File: src/rtl/reg_dump_pkg.sv
//------------------------------------------------------------------------------
// Module   : reg_dump_pkg
// Brief    : Shared widths and FSM encodings for the register-file dump reader.
// Revision : 1.0
//------------------------------------------------------------------------------
`default_nettype none

package reg_dump_pkg;

    localparam int c_DATA_W = 32;
    localparam int c_ADDR_W = 5;

    localparam logic [1:0] c_IDLE   = 2'd0;
    localparam logic [1:0] c_LOAD   = 2'd1;
    localparam logic [1:0] c_SEND   = 2'd2;
    localparam logic [1:0] c_FINISH = 2'd3;

endpackage : reg_dump_pkg

`default_nettype wire

File: src/rtl/reg_dump.sv
//------------------------------------------------------------------------------
// Module   : reg_dump
// Brief    : Walks registers FIRST_REG..LAST_REG through one read port and
//            streams each value on a valid/ready channel, stalling the core.
// Revision : 1.0
//------------------------------------------------------------------------------
`default_nettype none

module reg_dump
    import reg_dump_pkg::*;
#(
    parameter int DATA_W    = c_DATA_W,
    parameter int ADDR_W    = c_ADDR_W,
    parameter int FIRST_REG = 0,
    parameter int LAST_REG  = 31
) (
    input  logic              Clock,
    input  logic              Reset,
    input  logic              Start,
    input  logic              Abort,
    output logic [ADDR_W-1:0] DumpAddr,
    input  logic [DATA_W-1:0] DumpData,
    output logic              Stall,
    output logic              Busy,
    output logic              OutValid,
    input  logic              OutReady,
    output logic [ADDR_W-1:0] OutIndex,
    output logic [DATA_W-1:0] OutData,
    output logic              Done
);

    localparam logic [ADDR_W-1:0] c_FIRST_IDX = ADDR_W'(FIRST_REG);
    localparam logic [ADDR_W-1:0] c_LAST_IDX  = ADDR_W'(LAST_REG);

    logic [1:0]        r_state;
    logic [ADDR_W-1:0] r_idx;
    logic              r_out_valid;
    logic [ADDR_W-1:0] r_out_index;
    logic [DATA_W-1:0] r_out_data;
    logic              w_fire;

    assign w_fire = r_out_valid & OutReady;

    always_ff @(posedge Clock) begin
        if (Reset) begin
            r_state     <= c_IDLE;
            r_idx       <= c_FIRST_IDX;
            r_out_valid <= 1'b0;
            r_out_index <= '0;
            r_out_data  <= '0;
        end else begin
            case (r_state)
                c_IDLE: begin
                    // Abort in the same cycle cancels the request outright
                    if (Start && !Abort) begin
                        r_state <= c_LOAD;
                        r_idx   <= c_FIRST_IDX;
                    end
                end
                c_LOAD: begin
                    if (Abort) begin
                        r_state <= c_IDLE;
                    end else begin
                        r_out_data  <= DumpData;
                        r_out_index <= r_idx;
                        r_out_valid <= 1'b1;
                        r_state     <= c_SEND;
                    end
                end
                c_SEND: begin
                    if (Abort) begin
                        r_out_valid <= 1'b0;
                        r_state     <= c_IDLE;
                    end else if (w_fire) begin
                        r_out_valid <= 1'b0;
                        // Decide at LAST_REG so the index never needs to wrap
                        if (r_idx == c_LAST_IDX) begin
                            r_state <= c_FINISH;
                        end else begin
                            r_idx   <= r_idx + 1'b1;
                            r_state <= c_LOAD;
                        end
                    end
                end
                c_FINISH: begin
                    r_state <= c_IDLE;
                end
                default: begin
                    r_state <= c_IDLE;
                end
            endcase
        end
    end

    assign Busy     = (r_state != c_IDLE);
    assign Stall    = Busy;
    assign Done     = (r_state == c_FINISH);
    assign DumpAddr = (r_state == c_IDLE) ? '0 : r_idx;
    assign OutValid = r_out_valid;
    assign OutIndex = r_out_index;
    assign OutData  = r_out_data;

endmodule : reg_dump

`default_nettype wire

File: config.mk
export PLATFORM = sky130hd
export DESIGN_NAME = reg_dump
export DESIGN_NICKNAME = d
export VERILOG_FILES = /design/src/rtl/reg_dump_pkg.sv /design/src/rtl/reg_dump.sv
export SDC_FILE = /design/constraint.sdc
export NUM_CORES = 1
export LEC_CHECK = 0
export ABC_AREA = 1
export CORE_MARGIN = 2
export CORE_UTILIZATION = 25
export DETAILED_ROUTE_END_ITERATION = 12
export GPL_TIMING_DRIVEN = 0
export HOLD_SLACK_MARGIN = 0.08
export SYNTH_ARGS = -nofsm -noshare
export SYNTH_HDL_FRONTEND = slang
export SYNTH_SLANG_ARGS = --single-unit
File: constraint.sdc
create_clock -name Clock -period 2.1 [get_ports Clock]
set_input_delay 0.42 -clock Clock [delete_from_list [all_inputs] [get_ports Clock]]
set_output_delay 0.42 -clock Clock [all_outputs]
set_load 0.05 [all_outputs]
==> results.md <==
- Req. time, crit path: 1.68 ns
- Slowest cell on crit path: dlygate4sd2_1
- Initial antenna violation count: 0
- Cells after DPL: 424
- # hold bufs at CTS: 0
- Setup_tns: 0 ns
- Final setup fails: 0
- Placed inst area: 0.002815 mm2
- Worst IR Drop VDD: 275.9 uV
- Power Total: 2.209 mW
- Die H: 90.50 um
- Most frequent cells in the layout: 74 x clkdlybuf4s50_1, 51 x inv_1, 45 x dfxtp_1
- Clk slew on worst S/H paths: 0.08 ns
- Worst R2R Start: r_idx[0]
- DR WL met2: 2.292 mm
- Drt wl/cell: 11.43 um
- Routability Congestion: 0.8018
- Number of CTS-inserted buffers: 5
- CP Cell Sequence: nor2_4 -> nor2_1 -> dlygate4sd2_1
- Max cap viols: 0
- Reg area: 900.9 um2
- Slowest cell delay on critical path: 0.53 ns
- Hold_ws: 0.4437 ns
- Routed Antenna Nets: 0
- Critical path arrival: 1.56 ns
- GR Util All Layers: 0.1243
- I/O pin cnt: 83
- Layout Skew: 0.008516 ns
- Vias in the first global route: 1684
- GRT overflow: 0
- Port Buffers: 82
- # rows: 31
- Synthesized area: 0.001871 mm2
- Min-delay worst type: reg -> reg
- #FFs+latches synth: 45
- Ant. Diodes: 0
- Cell area after layout: 0.002923 mm2
- Crit path from: r_state[0]
- Sequential fraction of the synthesis area: 0.4816
- Final hold violation count: 0
- First-pass GRT wire length: 8.224 mm
- Layout Utilization: 0.4030
- Maximum number of pins on one net before global-route repair: 14
- Leak: 1.141 nW
- Mean area per synthesized cell: 7.698 um2
- Worst setup margin: 0.1162 ns
- Via density: 4.102
- CTS Sinks: 45
- Max FO, Critical Path: 8
- Area delta synth->final: 56.25%
- Layout cell share with drive strength beyond 1: 0.07808
- Delay-heaviest family, CP: buffers and inverters
- R2R Path End: r_idx[4]
- Peak Freq: 504.1 MHz
- Fin cells: 432
- Vias: 1772
- Core area: 0.007253 mm2
- CP Depth: 3
- Residual DRC: 0
- Flop-to-flop setup slack: 0.48 ns
- PwrDens: 755.8 mW/mm2
- Post-synthesis cell count: 243
- Routed length on met3: 241 um
- DR top layer: met4
- Share of Yosys cell area claimed by the top area cell type: 0.4816
- Chip width: 90.50 um
- Post-DP HPWL: 3.778 mm
- CTS H-tree lvls: 2
- Root Buffer: clkbuf_8
- Filler cells: 761
- Clock latency on the worst-skew pair: 0.29 ns
- Yosys Warn Count: 0
- Hold Path Cell Cnt: 2
- Unique masters post-synth: 20
- Wl on met1: 2.348 mm
- Crit path launch type: flip-flop
- Die Area: 0.008190 mm2
- Initial core utilization: 0.2579
- Syn nets: 282
- WP buf/inv: 1
- Worst setup EP type: output port
- Place WS: 0.004579 ns
- Leading cell type in the layout, fill and taps excluded: clkdlybuf4s50_1
- Crit Path Class: reg -> out
- Synth top area cells: dfxtp_1 48%, a21oi_1 11%, inv_1 10%, o21ai_0 9.6%, nand2_1 4.6%
- Rel. slew slack: 0.6548
- Worst Tran Pin Value: 0.5162 ns
- Fin nets: 371
- Outcome: complete, no violations
- Unrepaired setup endpoints after global routing: false
- Final worst-path cycle share: 0.9446
- R2R depth: 9
- CTS tree: yes
- Initial drt markers: 54
- Fin crit period: 1.984 ns
- Area occupied by multi-input gates: 689.4 um2
- DR pass1 iterations: 4
- Max-slew violations: 0
- Crit path to: DumpAddr[0]
- Clock tree buffer depth: 2
- Detailed Route WL: 4.939 mm
- Synth area leader: dfxtp_1
tightest hold or removal path: stages (launching register included):
cell     delay [ns]
dfxtp_1        0.31
inv_1          0.04
a21oi_1        0.05
power by group:
part           total, mW  internal, mW  switching (mW)  leakage, nW
Clock              0.669         0.388           0.281       0.0585
Combinational      0.586         0.221           0.365        0.715
Sequential         0.954         0.915          0.0396        0.367
Total               2.21          1.52           0.685         1.14
how the worst min path moves through the flow:
stage	slack [ns]	start	end
detailed placement	0.43	OutData[7]	OutData[7]
floorplan	0.48	r_idx[2]	r_idx[2]
CTS	0.45	OutData[7]	OutData[7]
global placement	0.43	OutData[7]	OutData[7]
global route	0.46	OutData[27]	OutData[27]
finish	0.44	OutData[27]	OutData[27]
cell type report:
class,count,area share
buffer,13,0.03082
tap,99,0.04238
sequential,45,0.3082
inverter,52,0.06678
clock buffer,7,0.02954
clock inverter,1,0.01027
timing repair buffer,82,0.2761
multi-input combinational,133,0.2359
cell families after synthesis:
group / count (synthesis) / synth area share
buffers and inverters: 65 / 0.1525
flip-flops: 45 / 0.4816
AO/OA/AOI/OAI: 83 / 0.2335
adder cells (fa/ha/maj): 2 / 0.01338
AND/OR/NAND/NOR: 48 / 0.1191
metal layers:
layer / up-vias / GRT usage
li1: 939 / -
met1: 782 / 0.1563
met2: 46 / 0.2052
met3: 5 / 0.03840
met4: 0 / 0.03462
met5: - / 0
timing repair:
item	CTS	global route
endpoints found under the setup margin	8	1
hold endpoints to repair	0	0
resized for setup	9	2
pin swaps	0	0
setup buffers	0	0
cells in the mapped netlist, drive strengths merged:
cell	count
inv	52
ha	2
nand3	6
a21oi	44
clkbuf	6
o21ai	38
nor2	18
o211ai	1
nand2	24
buf	7
dfxtp	45
flip-flops by register name, indices dropped and copies added (netlist names):
name / flops
OutValid: 1
r_idx: 5
r_state: 2
OutIndex: 5
OutData: 32
Note: power is estimated with default switching activity, not from simulation.
